--- src/rtl/alu_mul_sequencer.sv ---
// alu_mul_sequencer
// Multi-cycle 64-bit unsigned shift-and-add multiplier. It uses the shared
// combinational datapath ALU as its adder. It first asks the ALU to pass the
// remaining multiplier through, so the ALU zero flag shows whether any
// multiplier bits are left. When none are left, the operation ends early.
// Each STEP adds the shifted multiplicand, or zero, into the accumulator
// through the ALU. After that the multiplicand shifts left and the multiplier
// shifts right.

module alu_mul_sequencer (
  input  logic        clk,
  input  logic        reset_n,
  input  logic        start,
  input  logic [63:0] multiplicand,
  input  logic [63:0] multiplier,
  output logic        busy,
  output logic        done,
  output logic [63:0] product,
  output logic [63:0] alu_a,
  output logic [63:0] alu_b,
  output logic [3:0]  alu_ctrl,
  input  logic [63:0] alu_result,
  input  logic        alu_zero
);

  localparam logic [1:0] S_IDLE  = 2'd0;
  localparam logic [1:0] S_CHECK = 2'd1;
  localparam logic [1:0] S_STEP  = 2'd2;
  localparam logic [1:0] S_DONE  = 2'd3;

  localparam logic [3:0] CTRL_AND    = 4'b0000;
  localparam logic [3:0] CTRL_ADD    = 4'b0010;
  localparam logic [3:0] CTRL_PASS_B = 4'b0111;

  logic [1:0]  r_state;
  logic [1:0]  w_next_state;
  logic [63:0] r_mcand;
  logic [63:0] r_mplier;
  logic [63:0] r_acc;
  logic        w_accept;

  // A new request is taken only while no operation is in flight.
  assign w_accept = start && ((r_state == S_IDLE) || (r_state == S_DONE));

  // Next-state selection. Termination relies solely on the ALU zero flag.
  always_comb begin
    // NOTE: assign a default first so that every path drives the signal and no latch is inferred.
    w_next_state = r_state;
    case (r_state)
      S_IDLE:  w_next_state = w_accept ? S_CHECK : S_IDLE;
      S_CHECK: w_next_state = alu_zero ? S_DONE : S_STEP;
      S_STEP:  w_next_state = S_CHECK;
      S_DONE:  w_next_state = w_accept ? S_CHECK : S_IDLE;
      default: w_next_state = S_IDLE;
    endcase
  end

  // State register. Reset aborts any operation in flight at once.
  always_ff @(posedge clk or negedge reset_n) begin
    // NOTE: sequential state uses non-blocking assignments, so every flop samples pre-edge values.
    if (!reset_n) r_state <= S_IDLE;
    else          r_state <= w_next_state;
  end

  // Operand capture on an accepted start, and shift-and-add on each STEP.
  always_ff @(posedge clk or negedge reset_n) begin
    if (!reset_n) begin
      r_mcand  <= '0;
      r_mplier <= '0;
      r_acc    <= '0;
    end else if (w_accept) begin
      r_mcand  <= multiplicand;
      r_mplier <= multiplier;
      r_acc    <= '0;
    end else if (r_state == S_STEP) begin
      r_acc    <= alu_result;
      r_mcand  <= r_mcand << 1;
      r_mplier <= r_mplier >> 1;
    end
  end

  // ALU operand and control drive, selected by state.
  always_comb begin
    alu_a    = '0;
    alu_b    = '0;
    alu_ctrl = CTRL_AND;
    case (r_state)
      S_CHECK: begin
        alu_b    = r_mplier;
        alu_ctrl = CTRL_PASS_B;
      end
      S_STEP: begin
        alu_a    = r_acc;
        alu_b    = r_mplier[0] ? r_mcand : '0;
        alu_ctrl = CTRL_ADD;
      end
      default: ;
    endcase
  end

  assign busy    = (r_state == S_CHECK) || (r_state == S_STEP);
  assign done    = (r_state == S_DONE);
  assign product = r_acc;

endmodule

--- config.mk ---
export PLATFORM = sky130hd
export DESIGN_NAME = alu_mul_sequencer
export DESIGN_NICKNAME = d
export VERILOG_FILES = /design/src/rtl/alu_mul_sequencer.sv
export SDC_FILE = /design/constraint.sdc
export NUM_CORES = 1
export LEC_CHECK = 0
export CORE_MARGIN = 10
export CORE_UTILIZATION = 40
export CTS_CLUSTER_DIAMETER = 150
export DETAILED_ROUTE_END_ITERATION = 8
export PLACE_DENSITY = 0.82
export REMOVE_ABC_BUFFERS = 1
export SLEW_MARGIN = 10
export SYNTH_ARGS = -nofsm -noshare
export SYNTH_HDL_FRONTEND = slang
export SYNTH_SLANG_ARGS = --single-unit
--- constraint.sdc ---
create_clock -name clk -period 2.5 [get_ports clk]
set_input_delay 0.75 -clock clk [delete_from_list [all_inputs] [get_ports clk]]
set_output_delay 0.75 -clock clk [all_outputs]
set_load 0.02 [all_outputs]
==> impl_metrics.csv, run 1 <==
group,metric,value,unit
clock_network,tritoncts_clock_tree,"done",
logic_synthesis,synth.avg_cell_area,10.2,um^2
clock_network,ctsRootBufferMaster,"clkbuf_16",
global_routing,first_pass_grt_wire_length,58700,um
final_layout,finalNetCount,1614,
clock_network,ctsLongestPathBuffers,2,
logic_synthesis,yosys_warnings,0,
timing,rsz0062_at_grt,"true",
logic_synthesis,yosysTopAreaCellShare,0.464,
flow_run,count_of_max_cap_constraint_violations,0,
run_status,violated_checks,"negative setup slack",
logic_synthesis,synth_largest_area_cell,"dfrtp_1",
power_and_ir_drop,powerDensity,1330,mW/mm^2
logic_synthesis,synth_async_sr_flop_share,1.00,
timing,hold_viol,0,
global_routing,grt_use_total,0.221,
global_routing,grt_start_max_net_pins,130,
final_layout,final-instance-count-excl-fill,1763,
clock_network,clock_slew_at_reported_path_ffs,0.08,ns
power_and_ir_drop,share_seq_of_total_power,0.270,
final_layout,area_growth_syn_to_layout,55.0,%
logic_synthesis,synth_ff_type,"dfrtp_1",
logic_synthesis,synthesis.area,0.0105,mm^2
place,detailedPlacementHpwl,26500,um
critical_path,worst_setup_start_kind,"register",
die,die_h,182,um
global_routing,met1_track_utilization_from_global_routing,0.260,
place,numPlacedInstances,1695,
global_routing,grt_remaining_overflow,0,
global_routing,antenna_found_initial,2,
timing,tightest_slew,0.583,ns
detailed_routing,dr_vias,9746,
timing,finalSetupViolCount,105,
timing,clock-skew-final,0.0139,ns
power_and_ir_drop,internal_power,12.0,mW
timing,fmaxAchievable,370,MHz
critical_path,crit_required,1.75,ns
detailed_routing,drt.antenna.violating_nets,0,
place,globalplace.congestion,0.854,
clock_network,clock_sinks,194,
place,placement.io_buffers,392,
die,rows,59,
final_layout,final_layout_size_suffix_gt1_frac,0.257,
logic_synthesis,synth-seq-cells,194,
power_and_ir_drop,swShare,0.444,
logic_synthesis,synth-seq-area-share,0.464,
timing,finalWorstSetupSlack,-0.206,ns
timing,layout_worst_path_cycle_share,1.08,
critical_path,critPathMaxFanout,6,
global_routing,met3_usage,0.0507,
power_and_ir_drop,power.static_leakage,6.85,nW
final_layout,most_common_cell_after_layout_fill_and_taps_aside,"clkdlybuf4s50_1",
logic_synthesis,post_synth_main_area_contributors,"dfrtp_1, mux2i_1, nand3_1, a32oi_1, o21ai_1",
timing,minimum_hold_slack,0.267,ns
detailed_routing,avgViaCountPerCell,5.53,
die,num_io_pins,394,
critical_path,critical_path.endpoint_type,"output port",
timing,finalSetupTns,-6.16,ns
power_and_ir_drop,p_total,21.5,mW
critical_path,critical_path_class,"register to output port",
logic_synthesis,number_of_synthesized_flops_with_an_enable_pin,0,
clock_network,tritoncts.num_buffers,17,
place,dpl-instance-area,0.0148,mm^2
run_status,status,"finished with violations",
detailed_routing,detailed_route_wl,38500,um
clock_network,hold_buffers_post_cts,0,
clock_network,clk_latency,0.44,ns
final_layout,final_area,0.0162,mm^2
die,core_region_area,0.0259,mm^2
critical_path,worst-endpoint-arrival,1.96,ns
die,die_w,182,um
power_and_ir_drop,clock_power_share,0.134,
final_layout,utilization,0.626,
detailed_routing,detail_route.wl_per_cell,21.8,um
place,dpl_worst_slack,-0.167,ns
detailed_routing,first_iter_violations,730,
global_routing,globalRoute.busiestLayer,"met2",
power_and_ir_drop,comb_power_share,0.597,
timing,slew_headroom,0.612,
die,die-area,0.0330,mm^2
clock_network,htreeDepth,4,
global_routing,grt_pass1_vias,10100,
detailed_routing,detailedRoute.firstPassIterationCount,7,
logic_synthesis,synthesis.instances,1022,
die,start_util,0.404,
timing,finalWorstPathRequiredPeriod,2.71,ns
power_and_ir_drop,power.ir.vdd_worst,0.844,mV
detailed_routing,drc_errors,0,
final_layout,mostFrequentLayoutCells,"clkdlybuf4s50_1, dfrtp_1, mux2i_1, nand3_1, nor2_1",
global_routing,globalRouteMet2Util,0.373,
logic_synthesis,synth.lib_cells_used.distinct,23,
power_and_ir_drop,total_switching_power,9.54,mW
worst_hold_path,timing.hold.worst.class,"input pin to asynchronous set/reset pin",
critical_path,reg2reg_slack,0.41,ns
timing,timing.final.max_slew_violations,0,
power by group through the flow:
stage	clock network, mW	logic, mW	registers (mW)
after detailed placement	0	11.3	5.71
after CTS	2.93	12.2	5.70
after global routing	3.06	13.7	5.95
after floorplan	0	4.59	5.86
final	2.87	12.8	5.80
after global placement	0	11.0	5.66
cell type report:
type | count | area [um^2]
clock buffer | 18 | 439
multi-input combinational | 714 | 5190
tap | 335 | 419
timing repair buffer | 483 | 5110
antenna | 2 | 5.00
inverter | 3 | 11.3
clock inverter | 14 | 180
fill | 2031 | 9700
sequential | 194 | 4860
worst max-delay path: stages, from the launching register on:
cell and delay (ns):
dfrtp_1 0.44, inv_2 0.11, ha_4 0.24, bufbuf_16 0.29, a32oi_2 0.05, nor2_2 0.23, buf_6 0.16
registers in the layout, indices dropped and copies added, names as in the netlist:
signal    cells
product      64
r_state       2
r_mplier     64
r_mcand      64
repair_timing:
action | CTS | global route
pin swaps | 22 | 25
gates cloned | 9 | 3
gates resized for setup | 605 | 201
buffers inserted | 14 | 13
endpoints found under the setup margin | 131 | 133
cells in the mapped netlist, types with 2 or more instances:
cell / number
a21oi_1: 2
a32oi_1: 63
and2_1: 64
buf_2: 43
buf_4: 9
buf_6: 31
clkbuf_1: 26
dfrtp_1: 194
ha_1: 5
inv_1: 2
mux2i_1: 190
nand2b_1: 2
nand3_1: 128
nor2_1: 127
o21ai_1: 97
o21ai_2: 32
metal layers:
layer | vias to the layer above | routed length, um
met5 | - | 0
met4 | 0 | 1630
met3 | 85 | 2730
met2 | 428 | 19200
met1 | 4792 | 14900
li1 | 4441 | -
cell families (layout without fill, tap and decap cells):
| family | after synthesis | after routing | share of synthesized area |
|---|---|---|---|
| AOI/OAI and AO/OA | 194 | 194 | 0.127 |
| adders and majority gates | 5 | 5 | 0.00598 |
| buffers and inverters | 114 | 518 | 0.0726 |
| DFF | 194 | 194 | 0.464 |
| muxes | 190 | 190 | 0.182 |
| other | 1 | 3 | 0.000359 |
| and+or+nand+nor | 324 | 324 | 0.148 |
path summary, 6_finish.rpt:
| kind | start | end | cells past startpoint |
|---|---|---|---|
| setup / recovery | r_state[1]$_DFF_PN0_ | alu_b[44] | 6 |
| hold / removal | reset_n | r_mplier[59]$_DFFE_PN0P_ | 1 |
| setup reg to reg | r_state[1]$_DFF_PN0_ | r_mcand[21]$_DFFE_PN0P_ | 6 |
| hold reg to reg | product[57]$_DFFE_PN0P_ | product[57]$_DFFE_PN0P_ | 2 |
| max in group asynchronous | reset_n | r_mplier[12]$_DFFE_PN0P_ | 2 |
| min in group clk | product[57]$_DFFE_PN0P_ | product[57]$_DFFE_PN0P_ | 2 |
(Power assumes the default switching activity.)
==> run 2, diff against run 1 <==
--- a/config.mk
+++ b/config.mk
@@ -5,6 +5,7 @@
 export SDC_FILE = /design/constraint.sdc
 export NUM_CORES = 1
 export LEC_CHECK = 0
+export CORE_ASPECT_RATIO = 0.5
 export CORE_MARGIN = 10
 export CORE_UTILIZATION = 40
 export CTS_CLUSTER_DIAMETER = 150
==> run 2 against run 1 <==
  * The flow still finishes with violations (negative setup slack)
  * Die area grew 1.2%
  * First-iteration DRC count rose by 33%
  * Total power fell by 2.2%
  * Worst setup slack improved by 0.093 ns
  * Sequential power increased by 1%
  * Worst hold slack got worse by 0.010 ns
  * Critical path depth did not move
  * Fmax is 3.5% higher
  * Sequential share of layout area is 1.1 points higher
  * Critical endpoint is now alu_b[27]
  * Highest routed layer unchanged
==> impl_metrics.csv, run 2 (same netlist as run 1, synthesis figures left out) <==
group,metric,value,unit
die,num_io_pins,394,
final_layout,area_growth_syn_to_layout,49.3,%
clock_network,ctsRootBufferMaster,"clkbuf_16",
timing,finalWorstSetupSlack,-0.113,ns
die,die-area,0.0334,mm^2
critical_path,path_cells,"buf_4, ha_4, buf_16, a32oi_2, nor2_1, buf_4",
die,start_util,0.411,
timing,fmaxAchievable,383,MHz
detailed_routing,first_iter_violations,973,
global_routing,grt_start_max_net_pins,82,
global_routing,grt_remaining_overflow,0,
timing,hold_viol,0,
final_layout,utilization,0.614,
timing,clock-skew-final,0.0133,ns
detailed_routing,drt.antenna.violating_nets,0,
timing,minimum_hold_slack,0.257,ns
clock_network,tritoncts_clock_tree,"done",
final_layout,final_layout_size_suffix_gt1_frac,0.213,
critical_path,crit_required,1.75,ns
place,detailedPlacementHpwl,28800,um
worst_hold_path,timing.hold.worst.class,"input pin to asynchronous set/reset pin",
final_layout,most_common_cell_after_layout_fill_and_taps_aside,"clkdlybuf4s50_1",
die,core_region_area,0.0254,mm^2
detailed_routing,detailed_route_wl,40000,um
timing,timing.final.max_slew_violations,0,
power_and_ir_drop,power.ir.vdd_worst,0.810,mV
final_layout,multi_input_area,0.00506,mm^2
global_routing,first_pass_grt_wire_length,61300,um
timing,layout_worst_path_cycle_share,1.05,
clock_network,htreeDepth,4,
global_routing,grt_pass1_vias,10200,
die,rows,41,
clock_network,clk_latency,0.45,ns
clock_network,clock_slew_at_reported_path_ffs,0.08,ns
detailed_routing,avgViaCountPerCell,5.63,
timing,finalSetupViolCount,121,
global_routing,grt_use_total,0.226,
global_routing,globalRoute.busiestLayer,"met2",
critical_path,worst_setup_start_kind,"register",
power_and_ir_drop,power.static_leakage,6.56,nW
place,numPlacedInstances,1694,
global_routing,met3_usage,0.0298,
critical_path,critical_path.endpoint_type,"output port",
critical_path,worst-endpoint-arrival,1.86,ns
critical_path,critPathTopFamily,"buffers and inverters",
timing,finalWorstPathRequiredPeriod,2.61,ns
power_and_ir_drop,powerDensity,1350,mW/mm^2
final_layout,final-instance-count-excl-fill,1748,
run_status,violated_checks,"negative setup slack",
timing,rsz0062_at_grt,"true",
detailed_routing,detailedRoute.firstPassIterationCount,7,
die,die_w,249,um
run_status,status,"finished with violations",
final_layout,mostFrequentLayoutCells,"clkdlybuf4s50_1, dfrtp_1, mux2i_1, nand3_1, nor2_1",
timing,finalSetupTns,-5.39,ns
final_layout,finalNetCount,1588,
detailed_routing,dr_vias,9834,
critical_path,cp.buffers_inverters,3,
clock_network,hold_buffers_post_cts,0,
detailed_routing,drc_errors,0,
final_layout,filler_cell_count,2019,
global_routing,met1_track_utilization_from_global_routing,0.254,
critical_path,critPathMaxStageDelay,0.39,ns
global_routing,globalRouteMet2Util,0.423,
critical_path,slowest_stage_cell_crit_path,"dfrtp_1",
global_routing,antenna_found_initial,4,
die,die_h,134,um
place,placement.io_buffers,392,
critical_path,timing.critical_path.mode_cell,"buf_4",
flow_run,count_of_max_cap_constraint_violations,0,
critical_path,critical_path_class,"register to output port",
clock_network,tritoncts.num_buffers,17,
clock_network,ctsLongestPathBuffers,2,
critical_path,critPathMaxFanout,21,
place,globalplace.congestion,0.923,
timing,slew_headroom,0.634,
timing,tightest_slew,0.550,ns
clock_network,clock_sinks,194,
final_layout,layout.area.seq,0.00486,mm^2
detailed_routing,detail_route.wl_per_cell,22.9,um
## run 2: layout make-up
cell class / count / area share
multi-input combinational: 714 / 0.324
inverter: 3 / 0.000721
antenna: 4 / 0.000641
clock inverter: 15 / 0.0121
tap: 344 / 0.0276
clock buffer: 17 / 0.0272
sequential: 194 / 0.311
timing repair buffer: 457 / 0.297
## run 2: stage by stage
| stage | total power, mW | cell area, um^2 | setup slack (ns) |
|---|---|---|---|
| floorplan | 10.5 | 9710 | -5.20 |
| global placement | 16.6 | 14700 | -0.109 |
| detailed placement | 17.0 | 14700 | -0.149 |
| CTS | 20.4 | 15400 | -0.152 |
| global route | 22.1 | 15600 | -0.189 |
| finish | 21.0 | 15600 | -0.113 |
## run 2: routing by layer
| metal | vias up | wire [um] |
|---|---|---|
| li1 | 4399 | - |
| met1 | 4907 | 14800 |
| met2 | 401 | 21800 |
| met3 | 127 | 1800 |
| met4 | 0 | 1610 |
| met5 | - | 0 |
## run 2: power breakdown
| part | switching [mW] | internal [mW] |
|---|---|---|
| logic | 6.73 | 5.48 |
| registers | 1.36 | 4.52 |
| clock network | 1.38 | 1.53 |
## run 2: worst paths after layout
path                                    startpoint                        to  slack (ns)  cells after the start
hold / removal                             reset_n  r_mplier[36]$_DFFE_PN0P_        0.26                      1
hold reg to reg            product[37]$_DFFE_PN0P_   product[37]$_DFFE_PN0P_        0.54                      2
setup / recovery              r_state[0]$_DFF_PN0_                 alu_b[27]       -0.11                      6
setup reg to reg              r_state[1]$_DFF_PN0_   r_mcand[14]$_DFFE_PN0P_        0.31                      6
min in group clk           product[37]$_DFFE_PN0P_   product[37]$_DFFE_PN0P_        0.54                      2
max in group asynchronous                  reset_n   product[38]$_DFFE_PN0P_        1.61                      2
## run 2: timing repair
item / CTS / global route
resized for setup: 646 / 62
gates cloned: 4 / 3
endpoints found under the setup margin: 133 / 132
pin swaps: 16 / 15
buffers inserted: 4 / 9
